===== src/rtl/rect_fill_if.sv =====
// Bus between a drawing sequencer (master) and the rectangle fill engine (slave).
// Optional outline/border_colour signals exist only when RECT_OUTLINE_EN is defined.
interface rect_fill_if #(
  parameter int X_W    = 8,
  parameter int Y_W    = 7,
  parameter int SIZE_W = 5
);
  logic              start;
  logic [X_W-1:0]    x0;
  logic [Y_W-1:0]    y0;
  logic [SIZE_W-1:0] w;
  logic [SIZE_W-1:0] h;
  logic [2:0]        colour_in;
`ifdef RECT_OUTLINE_EN
  logic              outline;
  logic [2:0]        border_colour;
`endif
  logic [X_W-1:0]    x;
  logic [Y_W-1:0]    y;
  logic [2:0]        colour;
  logic              plot;
  logic              busy;
  logic              done;

`ifdef RECT_OUTLINE_EN
  modport master (output start, x0, y0, w, h, colour_in, outline, border_colour,
                  input  x, y, colour, plot, busy, done);
  modport slave  (input  start, x0, y0, w, h, colour_in, outline, border_colour,
                  output x, y, colour, plot, busy, done);
`else
  modport master (output start, x0, y0, w, h, colour_in,
                  input  x, y, colour, plot, busy, done);
  modport slave  (input  start, x0, y0, w, h, colour_in,
                  output x, y, colour, plot, busy, done);
`endif
endinterface


===== src/rtl/rect_fill_engine.sv =====
// Raster-order rectangle pixel generator for the VGA adapter, one pixel per clock.
// Optional border drawing is enabled with the RECT_OUTLINE_EN macro.
module rect_fill_engine #(
  parameter int X_W      = 8,
  parameter int Y_W      = 7,
  parameter int SIZE_W   = 5,
  parameter int SCREEN_W = 160,
  parameter int SCREEN_H = 120
) (
  input  logic        clk,
  input  logic        reset_n,
  rect_fill_if.slave  bus
);

  typedef enum logic [1:0] {IDLE = 2'd0, DRAW = 2'd1, DONE = 2'd2} state_t;

  localparam logic [X_W:0]      X_LIM = (X_W+1)'(SCREEN_W);
  localparam logic [Y_W:0]      Y_LIM = (Y_W+1)'(SCREEN_H);
  localparam logic [SIZE_W-1:0] ONE   = {{(SIZE_W-1){1'b0}}, 1'b1};

  state_t            state_r, state_s;
  logic [X_W-1:0]    x0_r, x0_s;
  logic [Y_W-1:0]    y0_r, y0_s;
  logic [SIZE_W-1:0] w_r, w_s, h_r, h_s;
  logic [2:0]        fill_r, fill_s;
  logic [SIZE_W-1:0] col_r, col_s, row_r, row_s;
  logic              load_s, emit_s, last_s;
  logic [X_W:0]      x_sum_s;
  logic [Y_W:0]      y_sum_s;
  logic [2:0]        pix_colour_s;
  logic [X_W-1:0]    x_r;
  logic [Y_W-1:0]    y_r;
  logic [2:0]        colour_r;
  logic              plot_r, busy_r, done_r;
`ifdef RECT_OUTLINE_EN
  logic              outline_r, outline_s;
  logic [2:0]        border_r, border_s;

  function automatic logic on_edge(input logic [SIZE_W-1:0] col, input logic [SIZE_W-1:0] row,
                                   input logic [SIZE_W-1:0] w,   input logic [SIZE_W-1:0] h);
    return (col == '0) || (col == w - ONE) || (row == '0) || (row == h - ONE);
  endfunction
`endif

  // Next-state, pixel counter advance and next-pixel computation
  always_comb begin
    state_s = state_r;
    load_s  = 1'b0;
    emit_s  = 1'b0;
    col_s   = col_r;
    row_s   = row_r;
    last_s  = (col_r == w_r - ONE) && (row_r == h_r - ONE);
    case (state_r)
      IDLE: begin
        if (bus.start) begin
          load_s = 1'b1;
          col_s  = '0;
          row_s  = '0;
          if ((bus.w == '0) || (bus.h == '0)) begin
            state_s = DONE;
          end else begin
            state_s = DRAW;
            emit_s  = 1'b1;
          end
        end else begin
          state_s = IDLE;
        end
      end
      DRAW: begin
        if (last_s) begin
          state_s = DONE;
        end else begin
          emit_s = 1'b1;
          if (col_r == w_r - ONE) begin
            col_s = '0;
            row_s = row_r + ONE;
          end else begin
            col_s = col_r + ONE;
          end
        end
      end
      DONE:    state_s = IDLE;
      default: state_s = IDLE;
    endcase

    // The first pixel is produced on the accepting edge, so it uses the live operands
    if (load_s) begin
      x0_s   = bus.x0;
      y0_s   = bus.y0;
      w_s    = bus.w;
      h_s    = bus.h;
      fill_s = bus.colour_in;
    end else begin
      x0_s   = x0_r;
      y0_s   = y0_r;
      w_s    = w_r;
      h_s    = h_r;
      fill_s = fill_r;
    end

    x_sum_s = {1'b0, x0_s} + {{(X_W+1-SIZE_W){1'b0}}, col_s};
    y_sum_s = {1'b0, y0_s} + {{(Y_W+1-SIZE_W){1'b0}}, row_s};

`ifdef RECT_OUTLINE_EN
    if (load_s) begin
      outline_s = bus.outline;
      border_s  = bus.border_colour;
    end else begin
      outline_s = outline_r;
      border_s  = border_r;
    end
    if (outline_s && on_edge(col_s, row_s, w_s, h_s)) begin
      pix_colour_s = border_s;
    end else begin
      pix_colour_s = fill_s;
    end
`else
    pix_colour_s = fill_s;
`endif
  end

  // State, latched operands, counters and registered pixel outputs
  always_ff @(posedge clk or negedge reset_n) begin
    if (!reset_n) begin
      state_r   <= IDLE;
      x0_r      <= '0;
      y0_r      <= '0;
      w_r       <= '0;
      h_r       <= '0;
      fill_r    <= 3'd0;
      col_r     <= '0;
      row_r     <= '0;
      x_r       <= '0;
      y_r       <= '0;
      colour_r  <= 3'd0;
      plot_r    <= 1'b0;
      busy_r    <= 1'b0;
      done_r    <= 1'b0;
`ifdef RECT_OUTLINE_EN
      outline_r <= 1'b0;
      border_r  <= 3'd0;
`endif
    end else begin
      state_r   <= state_s;
      x0_r      <= x0_s;
      y0_r      <= y0_s;
      w_r       <= w_s;
      h_r       <= h_s;
      fill_r    <= fill_s;
      col_r     <= col_s;
      row_r     <= row_s;
`ifdef RECT_OUTLINE_EN
      outline_r <= outline_s;
      border_r  <= border_s;
`endif
      // Clipped pixels still occupy their cycle with plot low
      plot_r    <= emit_s && (x_sum_s < X_LIM) && (y_sum_s < Y_LIM);
      busy_r    <= emit_s;
      done_r    <= (state_s == DONE);
      if (emit_s) begin
        x_r      <= x_sum_s[X_W-1:0];
        y_r      <= y_sum_s[Y_W-1:0];
        colour_r <= pix_colour_s;
      end else begin
        x_r      <= x_r;
        y_r      <= y_r;
        colour_r <= colour_r;
      end
    end
  end

  assign bus.x      = x_r;
  assign bus.y      = y_r;
  assign bus.colour = colour_r;
  assign bus.plot   = plot_r;
  assign bus.busy   = busy_r;
  assign bus.done   = done_r;

endmodule


===== src/flat_wrapper.sv =====
// flat-port wrapper written by rule: the top's interface ports become plain ports
module rect_fill_engine_flat 
#(
  parameter int X_W      = 8,
  parameter int Y_W      = 7,
  parameter int SIZE_W   = 5,
  parameter int SCREEN_W = 160,
  parameter int SCREEN_H = 120
)
  (clk, reset_n, bus_start, bus_x0, bus_y0, bus_w, bus_h, bus_colour_in, bus_x, bus_y, bus_colour, bus_plot, bus_busy, bus_done);
  rect_fill_if #(.X_W(X_W), .Y_W(Y_W), .SIZE_W(SIZE_W)) bus_i ();
  input  logic clk;
  input  logic reset_n;
  input wire logic [$bits(bus_i.start)-1:0] bus_start;
  input wire logic [$bits(bus_i.x0)-1:0] bus_x0;
  input wire logic [$bits(bus_i.y0)-1:0] bus_y0;
  input wire logic [$bits(bus_i.w)-1:0] bus_w;
  input wire logic [$bits(bus_i.h)-1:0] bus_h;
  input wire logic [$bits(bus_i.colour_in)-1:0] bus_colour_in;
  output wire logic [$bits(bus_i.x)-1:0] bus_x;
  output wire logic [$bits(bus_i.y)-1:0] bus_y;
  output wire logic [$bits(bus_i.colour)-1:0] bus_colour;
  output wire logic [$bits(bus_i.plot)-1:0] bus_plot;
  output wire logic [$bits(bus_i.busy)-1:0] bus_busy;
  output wire logic [$bits(bus_i.done)-1:0] bus_done;
  assign bus_i.start = bus_start;
  assign bus_i.x0 = bus_x0;
  assign bus_i.y0 = bus_y0;
  assign bus_i.w = bus_w;
  assign bus_i.h = bus_h;
  assign bus_i.colour_in = bus_colour_in;
  assign bus_x = bus_i.x;
  assign bus_y = bus_i.y;
  assign bus_colour = bus_i.colour;
  assign bus_plot = bus_i.plot;
  assign bus_busy = bus_i.busy;
  assign bus_done = bus_i.done;
  rect_fill_engine #(.X_W(X_W), .Y_W(Y_W), .SIZE_W(SIZE_W), .SCREEN_W(SCREEN_W), .SCREEN_H(SCREEN_H)) u_core (.clk(clk), .reset_n(reset_n), .bus(bus_i));
endmodule

===== config.mk =====
export PLATFORM = sky130hd
export DESIGN_NAME = rect_fill_engine_flat
export DESIGN_NICKNAME = d
export VERILOG_FILES = /design/src/rtl/rect_fill_if.sv /design/src/rtl/rect_fill_engine.sv /design/src/flat_wrapper.sv
export SDC_FILE = /design/constraint.sdc
export NUM_CORES = 1
export LEC_CHECK = 0
export ABC_AREA = 1
export CAP_MARGIN = 15
export CORE_ASPECT_RATIO = 0.7
export CORE_MARGIN = 2
export CORE_UTILIZATION = 55
export CTS_CLUSTER_DIAMETER = 30
export CTS_CLUSTER_SIZE = 25
export DETAILED_ROUTE_END_ITERATION = 8
export DONT_BUFFER_PORTS = 1
export GPL_TIMING_DRIVEN = 0
export PLACE_DENSITY = 0.71
export SLEW_MARGIN = 20
export SYNTH_ARGS = -nofsm -noshare
export SYNTH_HDL_FRONTEND = slang
export SYNTH_SLANG_ARGS = --single-unit

===== constraint.sdc =====
create_clock -name clk -period 6.7 [get_ports clk]
set_input_delay 0.335 -clock clk [delete_from_list [all_inputs] [get_ports clk]]
set_output_delay 0.335 -clock clk [all_outputs]
set_load 0.02 [all_outputs]

### Word-level counts from Yosys, hierarchy flattened

Index checks and enable logic that the tools add are counted.

* $add $sub $neg: 6
* order comparisons: 2
* equality and inequality tests: 4
* muxes and demuxes: 21
* reductions and logical operators: 7

Operator list (number)
* 5-bit two-way mux: 6
* 5-bit case mux with 2 select lines: 2
* 5-bit by 1-bit adder with 5-bit output (second input constant): 2
* 5-bit == test: 2
* 5-bit logical NOT: 2
* 5-bit by 1-bit subtractor with 5-bit output (second input constant): 2
* 8-bit by 5-bit adder with 9-bit output: 1
* 9-bit by 8-bit < comparator with 1-bit output (second input constant): 1
* 7-bit by 5-bit adder with 8-bit output: 1
* 8-bit by 7-bit < comparator with 1-bit output (second input constant): 1
* 8-bit two-way mux: 1
* 7-bit two-way mux: 1
* 2-bit two-way mux: 3
* 1-bit two-way mux: 5
* 2-bit case mux with 2 select lines: 1
* 1-bit logical AND: 3
* 3-bit two-way mux: 1
* 2-bit by 1-bit == test with 1-bit output (second input constant): 1
* 2-bit == test (second input constant): 1
* 2-bit logical NOT: 1
* 1-bit case mux with 2 select lines: 1
* 1-bit logical OR: 1

* flip-flop bits (word level): 61
* bits of input ports: 31
* output and inout bits: 21
* word-level logic and storage cells: 54

### Depth between registers and ports, before layout

Gate-level depths: netlist of run 1.

* depth in word-level cells: 9
* gate-level depth with buffers: 27
* depth with buffers taken out: 27

### Worst setup path before layout of run 1

OpenSTA, ideal clock, no wires.

* path type: register to register
* from: reg u_core.w_r[0]
* to: reg u_core.plot_r (netlist: u_core.bus.plot)
* setup time: 114 ps
* arrival time: 2995 ps
* required time: 6586 ps
* slack: 3591 ps
* cell stages (with the launch flop): 24
* path buffers: 0
* clock period less this slack: 3109 ps
* cells stage by stage: dfrtp_1 > inv_2 > ha_1 > xnor2_1 > nor2_2 > nand2_1 > nor2_1 > nand2_1 > nor2_1 > nand2_1 > o21ai_0 > ha_1 > inv_1 > fa_1 > inv_1 > nand3_1 > nand2_1 > nand2_1 > nand2_1 > nand3_1 > nand2_1 > nand3_1 > nand3_1 > nor2_1

* elaborated cells on any way between the ends: 17
* classes of those cells: add/sub (3); order compare (2); eq/ne (1); mux (8); reduce/logical (3)

RTL lines
* start: declaration: line rect_fill_engine.sv:24 `logic [SIZE_W-1:0] w_r, w_s, h_r, h_s;`
* start signal: assignment: line rect_fill_engine.sv:147 `w_r <= w_s;`
* 5-bit by 1-bit subtractor with 5-bit output *: line rect_fill_engine.sv:52, rect_fill_engine.sv:74
* 5-bit == test *: line rect_fill_engine.sv:52, rect_fill_engine.sv:74
* 5-bit two-way mux or 1-bit logical AND (tied branches): line rect_fill_engine.sv:74, rect_fill_engine.sv:52
* 5-bit two-way mux *: line rect_fill_engine.sv:70 `if (last_s) begin`
* 5-bit case mux with 2 select lines *: line rect_fill_engine.sv:53 `case (state_r)`
* net u_core.row_s[0]: line rect_fill_engine.sv:26 `logic [SIZE_W-1:0] col_r, col_s, row_r, row_s;`
* 7-bit by 5-bit adder with 8-bit output *: line rect_fill_engine.sv:102 `y_sum_s = {1'b0, y0_s} + {{(Y_W+1-SIZE_W){1'b0}}, row_s};`
* 8-bit by 7-bit < comparator with 1-bit output *: line rect_fill_engine.sv:157 `plot_r <= emit_s && (x_sum_s < X_LIM) && (y_sum_s < Y_LIM);`
* 1-bit logical AND *: line rect_fill_engine.sv:157
* end signal: assignment: line rect_fill_engine.sv:157
* end: declaration: line rect_fill_engine.sv:34 `logic plot_r, busy_r, done_r;`

The timed path passes the listed nets; every way through them passes the cells marked *.
A chain may end at the register's enable or synchronous reset.

### Final worst setup path of run 1

Ends and elaborated chain as after synthesis.

==> results of run 1 <==
cell usage in the layout, fill, tap and decap left out, types with 2 or more instances in the layout:
master and n:
nor2_2 2, dfrtp_1 61, inv_2 4, nand3_2 2
nand3_1 35, buf_2 3, clkinv_2 3, or2_2 4
nand4_1 2, clkbuf_1 4, nand2_1 199, bufinv_16 2
nor3_1 2, inv_1 47, xor2_1 8, a21oi_1 8
nor2_4 2, or2_0 2, nand2_4 3, o21ai_0 23
fa_1 2, clkbuf_8 10, ha_1 14, xnor2_1 9
nor2_1 19, nand2_2 3
Yosys cell counts (all sizes together):
cell type	number	share of area, %
nand2	205	23
dfrtp	61	43
inv	52	5.7
nand3	37	5.6
nor2	23	3.0
o21ai	23	3.3
ha	14	5.0
xnor2	9	2.2
a21oi	8	1.1
xor2	8	2.0
buf	6	1.4
or2	6	1.1
clkbuf	4	0.43
fa	2	1.1
nand4	2	0.36
nor3	2	0.29
a21boi	1	0.21
a21o	1	0.21
clkinv	1	0.11
o211ai	1	0.21
o21a	1	0.21
o21bai	1	0.21
stage by stage:
| step | instances | hold slack (ps) |
|---|---|---|
| after floorplan | 468 | 39.4 |
| after global placement | 546 | 41.4 |
| after detailed placement | 546 | 41.0 |
| after CTS | 563 | 91.5 |
| after global routing | 563 | 97.6 |
| final | 563 | 95.7 |
how the worst max path moves through the flow:
| stage | from | endpoint | slack, ps | cells after the start |
|---|---|---|---|---|
| after global placement | u_core.w_r[0] | u_core.bus.plot | 3130 | 23 |
| after detailed placement | u_core.w_r[0] | u_core.bus.plot | 3010 | 24 |
| after global routing | u_core.w_r[0] | u_core.bus.plot | 2460 | 26 |
| after CTS | u_core.w_r[0] | u_core.bus.plot | 2970 | 24 |
| after floorplan | u_core.w_r[0] | u_core.bus.plot | 3590 | 23 |
| final | u_core.w_r[0] | u_core.bus.plot | 2920 | 24 |
metal layers:
layer  track usage, %  vias up  share of wire (%)
li1                 -     1476                  -
met1             32.9     1351                 47
met2             38.4       69                 45
met3             8.10        9                6.0
met4             7.76        0                1.4
met5                0        -                  0
worst max-delay path: cells and delay by family, from the launching register on:
family	cells	cell delay, ps
xor gates and xnor gates	1	140
buffers and inverters	3	220
and+or+nand+nor	16	1650
adders and majority gates	3	1030
DFF	1	380
AOI/OAI and AO/OA	1	300
cell families (layout without fill, tap and decap cells):
kind of cell	Yosys count	in the layout	share of synthesized area, %
XOR/XNOR	17	17	4.24
AND/OR/NAND/NOR	275	275	33.1
AO/OA/AOI/OAI	36	36	5.49
flip-flops	61	61	43.5
adder cells (fa/ha/maj)	16	16	6.13
buffers and inverters	63	80	7.62
power by group through the flow:
stage          registers [mW]  clock network [mW]  logic (mW)
5_1_grt                 0.769               0.380        1.55
3_5_place_dp            0.753                   0        1.31
6_report                0.747               0.361        1.32
4_1_cts                 0.747               0.365        1.33
2_1_floorplan           0.724                   0        1.07
3_3_place_gp            0.749                   0        1.27
registers in the layout (all words and copies together), names as in the netlist:
register	flops
u_core.bus.busy	1
u_core.bus.colour	3
u_core.bus.done	1
u_core.bus.plot	1
u_core.bus.x	8
u_core.bus.y	7
u_core.col_r	5
u_core.fill_r	3
u_core.h_r	5
u_core.row_r	5
u_core.state_r	2
u_core.w_r	5
u_core.x0_r	8
u_core.y0_r	7
repair_timing:
action                     CTS  global route
hold buffers                 2             0
setup endpoints to repair    0             0
hold endpoints to repair    61             0
layout make-up:
type,count,share of cell area (%)
multi-input combinational,344,44.5
sequential,61,39.5
inverter,53,5.28
clock buffer,10,3.57
tap,78,2.53
clock inverter,5,1.94
buffer,10,1.65
timing repair buffer,2,0.972
==> key figures, run 1 <==
Outcome
  • Status: finished, final reports clean

Drt
  • Drt pass-1 iters: 4
  • Wire length per cell: 13.7 um
  • DR DRC count: 0
  • Initial DRC count: 130
  • Drt via density: just over 5
  • Drt total wl: between 7000 and 8000 um
  • ANT nets after route: 0
  • Vias post-DR: around 2900

Worst setup path
  • Max FO, Critical Path: 5
  • Crit path largest cell delay: ~470 ps
  • Worst R2R Start: u_core.w_r[0]
  • Reg2reg path depth: 24
  • CP Class: reg -> reg
  • Slowest CP cell: fa_1
  • Critical path arrival: roughly 4100 ps
  • CP Launch Type: flip-flop
  • Required @ worst endpoint: approximately 7000 ps
  • Most frequent CP cell: nand2_1
  • R2R Path End: u_core.bus.plot
  • CP endpoint kind: flip-flop
  • Critical path cell sequence: inv_2, ha_1, xnor2_1, nor2_2, nand2_1, nor2_1, nand2_1, nor2_1, nand2_1, o21ai_0, ha_1, inv_1, fa_1, inv_1, nand3_1, nand2_1, nand2_1, nand2_1, nand2_1, nand2_1, nand2_1, nand3_1, nand3_1, nor2_1
  • Reg2Reg Setup Slack: 2920 ps

Timing
  • Setup TNS: 0 ps
  • Fin. max-slew vios: 0
  • Crit share post-route: between 50% and 60%
  • Worst-margin pin slew: ~580 ps
  • Fin. Hold Viols: 0
  • Max Clock Freq: 265 MHz
  • Clock Skews: slightly above 9 ps
  • Final min period: approximately 3800 ps
  • RSZ-0062 raised after global routing: no
  • Slew HR: 61.6%
  • Endpoints failing setup: 0
  • Worst Setup Slack, final: 2920 ps

Floorplanning
  • Die width: around 100 um
  • Die Height: about 71 um
  • Initial Util: ~57%
  • Core Area: just over 6000 um^2
  • # rows: 24
  • # IOs: 52
  • Die area: 7050 um^2

Logic synthesis
  • Post-synth cell types: 33
  • FF+latch count, synth: 61
  • Seq/Total Area, Yosys: 43.5%
  • Post-Synthesis Cell Area: around 3500 um^2
  • Total nets after synthesis: approximately 520
  • Synth Instances: around 470
  • Avg Inst Size Synth: 7.50 um^2
  • Synth warnings: 0

Power and ir drop
  • Tot Pwr: 2.43 mW
  • Clock power frac: approximately 15%
  • Internal Dissipation: between 1 and 1.5 mW
  • Sequential power share: around 30%
  • Static Leak: 2.13 nW
  • Switching share of total power: 47.3%
  • Peak VDD IR: approximately 0.33 mV
  • Comb power frac: between 50 and 60%
  • Switching pwr: roughly 1.2 mW
  • Total power per unit cell area: 630 nW/um^2

Clock network
  • Root Driver: clkbuf_8
  • Worst skew pair latency: about 350 ps
  • Clk sinks: 61
  • TritonCTS clock tree: yes
  • Post-CTS resize count: 0
  • Clock buffer count from CTS: 9
  • Postcts setup bufs: 0
  • Worst-path clk slew: 70 ps
  • H-tree Lvls: 3
  • Longest Clk Path Bufs: 2

Finish
  • Register area: roughly 1500 um^2
  • Final core utilization: between 60% and 70%
  • Fillcell total: 568
  • Final instance area: slightly below 4000 um^2
  • Final net count: between 500 and 600
  • Layout cells sized above 1: 8.87%
  • Area grow syn2layout: 9.90%
  • Ant. Diodes: 0
  • Multi-input gate area: 1720 um^2

Hold path
  • Hold_sp: bus_h[3]
  • WHS Endpoint: u_core.h_r[3]
  • Worst hold path class: in -> reg
  • Worst Hold Depth: 2

Global route
  • Pin count of the biggest net entering global routing: a little over 60
  • Total congestion overflow: 0
  • GRT Resource Usage Total: between 20% and 30%
  • Vias in the first global route: slightly below 3000
  • Initial antenna violation count: 0
  • First-pass GRT wire length: around 13000 um

Place
  • Port bufs: 0
  • DP HPWL: ~5600 um
  • Pre-CTS setup slack: 3010 ps
  • Gpl congestion: roughly 0.86
  • Placed Area: about 3600 um^2

Flow run
  • Max_cap viols: 0
Note: power is estimated with default switching activity, not from simulation.
==> run 2: changes to the inputs <==
--- a/config.mk
+++ b/config.mk
@@ -15,7 +15,7 @@
 export DETAILED_ROUTE_END_ITERATION = 8
 export DONT_BUFFER_PORTS = 1
 export GPL_TIMING_DRIVEN = 0
-export PLACE_DENSITY = 0.71
+export PLACE_DENSITY = 0.74
 export SLEW_MARGIN = 20
 export SYNTH_ARGS = -nofsm -noshare
 export SYNTH_HDL_FRONTEND = slang
==> constraint.sdc (replaced) <==
create_clock -name clk -period 3.3 [get_ports clk]
set_input_delay 0.165 -clock clk [delete_from_list [all_inputs] [get_ports clk]]
set_output_delay 0.165 -clock clk [all_outputs]
set_load 0.02 [all_outputs]
==> key figures, run 2 (synthesis results as in run 1) <==
Outcome
  • Status: finished, final reports clean

Floorplanning
  • # rows: 24 (unchanged)
  • Die Height: 70.9 um (unchanged)
  • Core Area: 6190 um^2 (unchanged)
  • Die area: 7050 um^2 (unchanged)
  • Die width: 99.5 um (unchanged)
  • Initial Util: 56.8% (unchanged)
  • # IOs: 52 (unchanged)

Place
  • Pre-CTS setup slack: -358 ps (-3360 ps)
  • Port bufs: 0 (unchanged)
  • DP HPWL: 5570 um (-0.79%)
  • Gpl congestion: 0.887 (+3.1%)

Worst setup path
  • CP Class: reg -> reg
  • Crit path largest cell delay: 400 ps (-70 ps)
  • Most frequent CP cell: nand2_2
  • Required @ worst endpoint: 3550 ps (-3430 ps)
  • CP Launch Type: flip-flop
  • Max FO, Critical Path: 5 (unchanged)
  • Critical path cell sequence: inv_2, ha_4, xnor2_1, nor2_2, nand2_1, nor2_2, nand2_2, nor2_4, nand2_4, o21ai_4, ha_4, inv_1, fa_2, inv_1, nand3_1, nand2_2, nand2_2, nand2_1, nand3_1, nand2_2, nand3_2, nand3_1, nor2_1
  • Critical path arrival: 3500 ps (-560 ps)
  • CP endpoint kind: flip-flop
  • Slowest CP cell: dfrtp_1

Timing
  • Final min period: 3250 ps (-521 ps)
  • Hold slack: 9.68 ps (-86.0 ps)
  • Slew HR: 60.1% (-1.5 points)
  • RSZ-0062 raised after global routing: yes
  • Max Clock Freq: 307 MHz (+16%)
  • Worst-margin pin slew: 598 ps (+21.4 ps)
  • Crit share post-route: 98.6% (+42 points)
  • Worst Setup Slack, final: 45.6 ps (-2880 ps)
  • Fin. max-slew vios: 0 (unchanged)
  • Clock Skews: 5.01 ps (-4.28 ps)
  • Fin. Hold Viols: 0 (unchanged)
  • Endpoints failing setup: 0 (unchanged)

Drt
  • Drt total wl: 8540 um (+11%)
  • Initial DRC count: 135 (+3.8%)
  • DR DRC count: 0 (unchanged)
  • Drt pass-1 iters: 4 (unchanged)
  • Wire length per cell: 14.3 um (+4.6%)
  • Drt via density: 5.23 (+1.3%)
  • ANT nets after route: 0 (unchanged)
  • Vias post-DR: 3121 (+7.4%)

Clock network
  • Worst-path clk slew: 70 ps (about the same)
  • Clock buffer count from CTS: 9 (unchanged)
  • TritonCTS clock tree: yes
  • Clk sinks: 61 (unchanged)
  • H-tree Lvls: 3 (unchanged)
  • Root Driver: clkbuf_8
  • Worst skew pair latency: 350 ps (about the same)
  • Longest Clk Path Bufs: 2 (unchanged)

Global route
  • Total congestion overflow: 0 (unchanged)
  • Pin count of the biggest net entering global routing: 62 (unchanged)
  • Initial antenna violation count: 0 (unchanged)
  • Vias in the first global route: 3099 (+4.0%)
  • GRT Resource Usage Total: 25.7% (+1.1 points)
  • First-pass GRT wire length: 14000 um (+3.9%)

Finish
  • Ant. Diodes: 0 (unchanged)
  • Most common cell after layout, fill and taps aside: nand2_1
  • Layout cells sized above 1: 17.0% (+8.1 points)
  • Commonest non-fill, non-tap cells in the layout: nand2_1, dfrtp_1, inv_1
  • Fillcell total: 497 (-13%)
  • Area grow syn2layout: 21.7%
  • Final net count: 561 (+6.3%)
  • Final core utilization: 69.1% (+6.7 points)

Hold path
  • Worst hold path class: in -> reg

Power and ir drop
  • Static Leak: 2.27 nW (+6.6%)
  • Total power per unit cell area: 1250 nW/um^2 (+98%)
  • Peak VDD IR: 0.709 mV (+110%)

Flow run
  • Max_cap viols: 0 (unchanged)
run 2: report_power, final:
part	switching (mW)	internal, mW	total, mW
clock network	0.326	0.374	0.700
registers	0.399	1.13	1.52
logic	1.87	1.24	3.11
total	2.60	2.74	5.34
run 2: worst paths after layout:
check / slack [ps] / start / cells past startpoint / endpoint
worst max register to register: 50 / u_core.w_r[0] / 23 / u_core.bus.plot
max in group asynchronous: 2700 / reset_n / 2 / u_core.x0_r[7]
min in group asynchronous: 330 / reset_n / 2 / u_core.col_r[4]
worst max-delay path: 50 / u_core.w_r[0] / 23 / u_core.bus.plot
worst min-delay path: 10 / bus_w[1] / 2 / u_core.w_r[1]
worst min register to register: 490 / u_core.fill_r[2] / 2 / u_core.fill_r[2]
run 2: timing repair:
action,in CTS,in global routing
hold buffers,22,0
buffers inserted,5,8
setup endpoints to repair,5,5
pin swaps,9,23
gates cloned,0,0
resized for setup,18,24
hold endpoints to repair,81,0
run 2: metal layers:
layer / track usage [%] / vias up / share of wire, %
li1: - / 1545 / -
met1: 32.3 / 1496 / 45
met2: 43.6 / 64 / 49
met3: 7.41 / 16 / 5.2
met4: 7.61 / 0 / 1.4
met5: 0 / - / 0
run 2: final cells by class:
type	instances	area (um^2)	area share, %
Sequential cell	61	1530	35.7
Clock inverter	6	70.1	1.64
Clock buffer	10	138	3.22
Buffer	10	65.1	1.52
Tap cell	78	97.6	2.28
Timing Repair Buffer	35	335	7.84
Inverter	53	204	4.77
Multi-Input combinational cell	344	1840	43.0
run 2: critical path, delay by kind of cell, from the launching register on:
family	cells	cell delay (ps)
compound gates	1	200
xor+xnor	1	140
fa+ha+maj	3	730
buf+inv	3	210
flops	1	400
simple gates	15	1460
run 2: per-stage QoR:
step | cell area [um^2] | std cells | power, mW | TNS [ps]
6_report | 4280 | 597 | 5.34 | 0
4_1_cts | 4150 | 589 | 5.09 | 0
2_1_floorplan | 3510 | 468 | 3.63 | 0
3_5_place_dp | 3610 | 546 | 4.19 | -669
3_3_place_gp | 3610 | 546 | 4.08 | -408
5_1_grt | 4280 | 597 | 5.83 | -250
